==> config.mk <==
export PLATFORM = sky130hd
export DESIGN_NAME = uart_tx
export DESIGN_NICKNAME = d
export VERILOG_FILES = /design/src/rtl/uart_tx.sv
export SDC_FILE = /design/constraint.sdc
export NUM_CORES = 1
export LEC_CHECK = 0
export ABC_AREA = 1
export CAP_MARGIN = 20
export CORE_ASPECT_RATIO = 1.2
export CORE_MARGIN = 3
export CORE_UTILIZATION = 32
export CTS_BUF_LIST = sky130_fd_sc_hd__clkbuf_16
export DETAILED_ROUTE_END_ITERATION = 8
export HOLD_SLACK_MARGIN = 0.03
export PLACE_DENSITY = 0.59
export SKIP_LAST_GASP = 1
export SLEW_MARGIN = 20
export SYNTH_ARGS = -nofsm -noshare
export SYNTH_HDL_FRONTEND = slang
export SYNTH_SLANG_ARGS = --single-unit
==> constraint.sdc <==
create_clock -name clk -period 3.5 [get_ports clk]
set_clock_uncertainty 0.1 [all_clocks]
set_input_delay 0.35 -clock clk [delete_from_list [all_inputs] [get_ports clk]]
set_output_delay 0.35 -clock clk [all_outputs]
set_load 0.03 [all_outputs]
==> src/rtl/uart_tx.sv <==
// uart_tx: UART transmitter (idle high, start bit, DATA_BITS data bits LSB first, stop bit); registered outputs.
// Define UART_TX_PARITY_EN to insert a parity bit before the stop bit; PARITY_ODD selects its sense.
module uart_tx #(
   parameter int CLKS_PER_BIT = 201,
   parameter int DATA_BITS    = 8,
   parameter int PARITY_ODD   = 0
) (
   input  logic                 clk,
   input  logic                 reset,
   input  logic                 tx_start,
   input  logic [DATA_BITS-1:0] tx_data,
   output logic                 txd,
   output logic                 tx_busy,
   output logic                 tx_done
);
   localparam int CW = $clog2(CLKS_PER_BIT);
   localparam int BW = $clog2(DATA_BITS + 1);

   if (CLKS_PER_BIT < 2 || DATA_BITS < 5 || DATA_BITS > 9 || PARITY_ODD < 0 || PARITY_ODD > 1) begin : g_bad_param
      $error("uart_tx: illegal parameter value");
   end

`ifdef UART_TX_PARITY_EN
   typedef enum logic [2:0] {IDLE, START, DATA, PARITY, STOP} state_t;
`else
   typedef enum logic [1:0] {IDLE, START, DATA, STOP} state_t;
`endif

   state_t               state, state_n;
   logic [CW-1:0]        baud_cnt, baud_cnt_n;
   logic [BW-1:0]        bit_cnt, bit_cnt_n;
   logic [DATA_BITS-1:0] shift, shift_n;
   logic                 txd_n, tx_busy_n, tx_done_n;
   logic                 bit_end;

   assign bit_end = (baud_cnt == CW'(CLKS_PER_BIT - 1));

`ifdef UART_TX_PARITY_EN
   // Parity is taken from the byte as accepted, so later tx_data changes cannot disturb it.
   logic parity;
   always_ff @(posedge clk) begin
      if (reset)
         parity <= 1'b0;
      else if (state == IDLE && tx_start)
         parity <= (^tx_data) ^ 1'(PARITY_ODD);
   end
`endif

   always_ff @(posedge clk) begin
      if (reset) begin
         state    <= IDLE;
         baud_cnt <= '0;
         bit_cnt  <= '0;
         shift    <= '0;
         txd      <= 1'b1;
         tx_busy  <= 1'b0;
         tx_done  <= 1'b0;
      end else begin
         state    <= state_n;
         baud_cnt <= baud_cnt_n;
         bit_cnt  <= bit_cnt_n;
         shift    <= shift_n;
         txd      <= txd_n;
         tx_busy  <= tx_busy_n;
         tx_done  <= tx_done_n;
      end
   end

   always_comb begin
      state_n    = state;
      baud_cnt_n = bit_end ? '0 : baud_cnt + 1'b1;
      bit_cnt_n  = bit_cnt;
      shift_n    = shift;
      txd_n      = txd;
      tx_busy_n  = tx_busy;
      tx_done_n  = 1'b0;
      case (state)
         IDLE: begin
            baud_cnt_n = '0;
            txd_n      = 1'b1;
            tx_busy_n  = 1'b0;
            if (tx_start) begin
               shift_n   = tx_data;
               bit_cnt_n = '0;
               state_n   = START;
               txd_n     = 1'b0;
               tx_busy_n = 1'b1;
            end
         end
         START: begin
            if (bit_end) begin
               state_n = DATA;
               txd_n   = shift[0];
            end
         end
         DATA: begin
            if (bit_end) begin
               shift_n   = shift >> 1;
               bit_cnt_n = bit_cnt + 1'b1;
               if (bit_cnt == BW'(DATA_BITS - 1)) begin
`ifdef UART_TX_PARITY_EN
                  state_n = PARITY;
                  txd_n   = parity;
`else
                  state_n = STOP;
                  txd_n   = 1'b1;
`endif
               end else begin
                  // next bit is shift[1] because the shift lands on this same edge
                  txd_n = shift[1];
               end
            end
         end
`ifdef UART_TX_PARITY_EN
         PARITY: begin
            if (bit_end) begin
               state_n = STOP;
               txd_n   = 1'b1;
            end
         end
`endif
         STOP: begin
            if (bit_end) begin
               state_n   = IDLE;
               txd_n     = 1'b1;
               tx_busy_n = 1'b0;
               tx_done_n = 1'b1;
            end
         end
         default: state_n = IDLE;
      endcase
   end
endmodule

* Word level (Yosys, flattened, before mapping)
Index checks and enable logic that the tools add are counted.
** Cells by class
- Reduce and logical (&&, ||, !) cells :: 9
- Eq/ne operators :: 10
- Multiplexer cells :: 22
- $add $sub $neg :: 2
- Bitwise operators :: 1
** Operators with widths (number)
- 2-to-1 mux 8 bit :: 2
- case mux 8 bit (2 select lines) :: 1
- 2-to-1 mux 2 bit :: 5
- inequality test 2 bit, second input constant :: 5
- adder 8 x 1 -> 8 bit, second input constant :: 1
- == test 8 bit, second input constant :: 1
- 2-to-1 mux 1 bit :: 8
- 2-to-1 mux 4 bit :: 2
- case mux 2 bit (4 select lines) :: 1
- case mux 4 bit (2 select lines) :: 1
- AND reduction 3 bit :: 2
- AND reduction 5 bit :: 1
- adder 4 x 1 -> 4 bit, second input constant :: 1
- == test 2 bit, second input constant :: 2
- == test 4 x 3 -> 1 bit, second input constant :: 1
- case mux 1 bit (4 select lines) :: 1
- nonzero test 2 bit :: 2
- OR reduction 3 bit :: 1
- == test 2 x 1 -> 1 bit, second input constant :: 1
- logical NOT 2 bit :: 1
- case mux 1 bit (2 select lines) :: 1
- AND reduction 2 bit :: 1
- OR reduction 2 bit :: 1
- inverter 1 bit :: 1
** Word-level totals
- Input bits :: 11
- Word-level logic and storage cells :: 51
- Output and inout bits :: 3
- Flip-flop bits (word level) :: 25

* Depth between registers and ports, before layout
- Word-level depth :: 4
- Gate-level depth with buffers :: 10
- Mapped depth without buffers :: 10

* Worst setup path after synthesis
OpenSTA, ideal clock, no wires.
- Path type :: reg2reg
- From :: register state[0]
- To :: register bit_cnt[2]
- Arrival :: 1.361 ns
- Clock period less this slack :: 1.528 ns
- Library setup time :: 0.066 ns
- Path slack :: 1.972 ns
- Required time :: 3.334 ns
- Path buffers :: 1
- Cell stages (with the launch flop) :: 11
- Cells stage by stage :: dfxtp_1 -> inv_1 -> ha_1 -> inv_2 -> nand2_1 -> nand2_2 -> nand3_4 -> nand2_4 -> buf_8 -> nand2_2 -> a21oi_2
** On the way
- Longest elaborated chain between the ends :: 3
- Elaborated cells between the ends (all ways) :: 7
- Classes of those cells :: 3 x eq/ne; 1 x mux; 3 x reduce/logical
** RTL lines
- start, declared :: RTL line 29 : state_t state, state_n;
- start signal, assigned :: RTL line 59 : state <= state_n;
- == test 2 bit / logical NOT 2 bit (equally long branches) :: RTL line 77 : case (state)
- inequality test 2 bit (no source line) / nonzero test 2 bit (equally long branches)
- AND reduction 3 bit (no source line)
- end signal, assigned :: RTL line 61 : bit_cnt <= bit_cnt_n;
- end, declared :: RTL line 31 : logic [BW-1:0] bit_cnt, bit_cnt_n;
Several ways; a longest one is shown, not always the timed one.
A chain may end at the register's enable or synchronous reset.

* Final worst setup path
- From :: register state[0]
- To :: register shift[3]
** On the way
- Longest elaborated chain between the ends :: 3
- Elaborated cells between the ends (all ways) :: 7
- Classes of those cells :: 3 x eq/ne; 1 x mux; 3 x reduce/logical
** RTL lines
- == test 2 bit / logical NOT 2 bit (equally long branches) :: RTL line 77
- inequality test 2 bit (no source line) / nonzero test 2 bit (equally long branches)
- AND reduction 3 bit (no source line)
- end signal, assigned :: RTL line 62 : shift <= shift_n;
- end, declared :: RTL line 32 : logic [DATA_BITS-1:0] shift, shift_n;
Several ways; a longest one is shown, not always the timed one.

==> run summary <==
• **H-tree depth** 1
• **number of primary I/O pins** 14
• **critical path's largest stage delay** 0.50 ns
• **number of antenna cells inserted** 0
• **count of yosys warnings during synthesis** 0
• **Synth Instances** 190
• **buffers inserted by post-CTS timing repair** 0
• **Clock power frac** 0.253
• **Initial Util** 0.338
• **clock slew at the register clock pins of the worst setup and hold paths** 0.06 ns
• **fraction of final layout cells sized beyond drive strength 1** 0.118
• **power share of the sequential group** 0.379
• **worst vdd rail ir drop** 0.000314 V
• **PostCTS Resize Cnt** 0
• **clock buffers created by TritonCTS** 3
• **most used cell, CP** nand2_1
• **count of flip-flops with a built-in enable after synthesis** 0
• **type of element capturing the critical path** register
• **synth unique cells** 26
• **gpl congestion** 0.840
• **Worst Setup Path Type** reg -> reg
• **Sum Neg Setup Slack** 0 ns
• **setup ws final** 1.52 ns
• **DPL Wire Length** 1.99 mm
• **count of state elements after synthesis** 25
• **Max Clk Rate** 0.505 GHz
• **shortest clock period the worst path allows after layout** 1.98 ns
• **TritonCTS clock tree** built
• **final wirelength** 2.64 mm
• **remaining antenna violation count** 0
• **worst endpoint data arrival time** 2.04 ns
• **CP Data Required Time** 3.56 ns
• **fraction of power consumed by combinational cells** 0.369
• **top-area cell type share of the netlist area** 0.367
• **Slew @ Worst Pin** 0.550 ns
• **Die Area** 0.00508 mm^2
• **switching power share of the total** 0.372
• **syn avg cell area** 7.17 um^2
• **dominant register cell in the synthesized netlist** dfxtp_1
• **register area share after synthesis** 0.367
• **cell area after technology mapping** 0.00136 mm^2
• **Min-Delay Path Class** reg -> reg
• **width of the die** 65.6 um
• **crit-path leading delay family** simple AND/OR/NAND/NOR gates
• **Die Y** 77.5 um
• **Final setup viols** 0
• **vias per cell** 4.44
• **top cells by area, synth** dfxtp_1 37%, nand2_1 14%, nand3_1 7.3%
• **Rel. slew slack** 0.633
• **Lkg Pwr** 0.000682 uW
• **total count of max-transition violations in the final report** 0
• **antenna violations before repair** 0
• **Synthesized Nets** 208
• **worst-path cell with the longest stage delay** ha_1
• **max-cap violations** 0
• **Routed WL per cell** 10.2 um
• **kind of start point of the critical path** register
• **total number of placement rows** 25
• **input/output buffers** 13
• **cell type with the largest total area after synthesis** dfxtp_1
• **clock latency of the later-clocked register in the worst-skew pair** 0.26 ns
• **final worst-path cycle share** 0.566
• **final global-route overflow total** 0
• **final hold violation count** 0
• **all-layer global routing usage** 0.120
• **initial DRC count** 43
• **Worst Path Buf+Inv** 1
• **fraction of registers with async set/reset** 0
• **cell area reported after detailed placement** 0.00153 mm^2
• **post-route cell area** 0.00161 mm^2
• **area of the core** 0.00404 mm^2
• **via count** 1145
• **Switching Power** 377 uW
• **number of nets in the layout** 223
• **chain of cells forming the critical path** inv_1 > ha_1 > nand2_1 > nand2_2 > nand3_4 > nand2_4 > nand2_1 > nand2_1 > nor2_1
• **CP max FO** 15
• **internal power** 637 uW
• **largest net degree at the start of global routing** 16
• **first-pass GRT wire length** 4.86 mm
• **post-route insts no fill** 258
• **power density normalized to cell area** 628 mW/mm^2
• **clock root buffer master** clkbuf_16
• **setup repair after global routing missed its margin** no
• **run status** finished, final reports clean
• **post-synthesis to final-layout area growth** 18.4%
• **via count of the first global-routing pass** 1159
• **total iterations of the first detailed-routing run** 4
• **count of unresolved DRC violations after routing** 0
• **buffer levels on the longest clock path** 2
• **placed cell count** 254
• **CTS hold repair buffers** 0
• **clock sink count** 25
• **minimum setup slack after placement** 1.26 ns
[worst paths after layout]
| path | from | to | slack, ns | depth (start not counted) |
|---|---|---|---|---|
| max | state[0] | shift[3] | 1.52 | 9 |
| min | baud_cnt[0] | baud_cnt[0] | 0.36 | 1 |
| max reg2reg | state[0] | shift[3] | 1.52 | 9 |
| min reg2reg | baud_cnt[0] | baud_cnt[0] | 0.36 | 1 |
[state kept, by name, indices dropped and copies added (netlist names)]
name      cells
tx_done       1
shift         8
baud_cnt      8
txd           1
bit_cnt       4
state         2
tx_busy       1
[per-layer routing]
metal	part of all wire	track usage	up-vias
met4	0.021	0.0560	0
met3	0.030	0.0203	5
met1	0.47	0.143	499
met5	0	0	-
li1	-	-	627
met2	0.48	0.207	14
[synth_stat cells (2+ instances only)]
cell type,instances
dfxtp_1,25
o21ai_0,2
ha_1,7
mux2i_1,3
nor2_4,2
nor2_1,23
nor3_1,2
a21oi_1,9
nand2_1,51
nand2_2,8
inv_1,18
inv_2,3
a21oi_2,5
nand3_1,20
[cells by family (layout without fill, tap and decap cells)]
group	after synthesis	count (layout)	synth area share
and+or+nand+nor	110	110	0.369
DFF	25	25	0.367
buffers and inverters	25	39	0.0808
AOI/OAI and AO/OA	18	18	0.0836
adders and majority gates	7	7	0.0643
muxes	3	3	0.0220
xor gates and xnor gates	2	2	0.0129
[placed cells by master (no fill, tap or decap), types with 2 or more instances in the layout]
cell / netlist / final
a21oi_2: 5 / 5
nand3_1: 20 / 20
nor3_1: 2 / 2
nor2_1: 23 / 23
nand2_2: 8 / 8
inv_2: 3 / 3
dfxtp_1: 25 / 25
mux2i_1: 3 / 3
clkbuf_16: 0 / 3
inv_1: 18 / 18
ha_1: 7 / 7
nor2_4: 2 / 2
clkdlybuf4s50_1: 0 / 13
a21oi_1: 9 / 9
nand2_1: 51 / 51
o21ai_0: 2 / 2
[cell type report]
type                            count  area, um^2
Multi-Input combinational cell    140         752
Clock inverter                      1        5.00
Fill cell                         428        2420
Tap cell                           54        67.6
Inverter                           22        82.6
Clock buffer                        3        75.1
Sequential cell                    25         500
Timing Repair Buffer               13         130
[power by group through the flow]
stage                     registers, uW  clock network, uW  logic (uW)
after floorplan                     403                  0         290
after global placement              389                  0         379
after detailed placement            390                  0         378
after CTS                           384                266         379
after global routing                390                273         435
final                               384                256         374
[through the flow]
step                      power (uW)  hold WS [ns]  utilization
after floorplan                  693         0.330            -
after global placement           768         0.342        0.380
after detailed placement         769         0.349        0.380
after CTS                       1030         0.365        0.400
after global routing            1100         0.389        0.400
final                           1010         0.362        0.400
No activity file was read; power rests on OpenSTA's default activity.
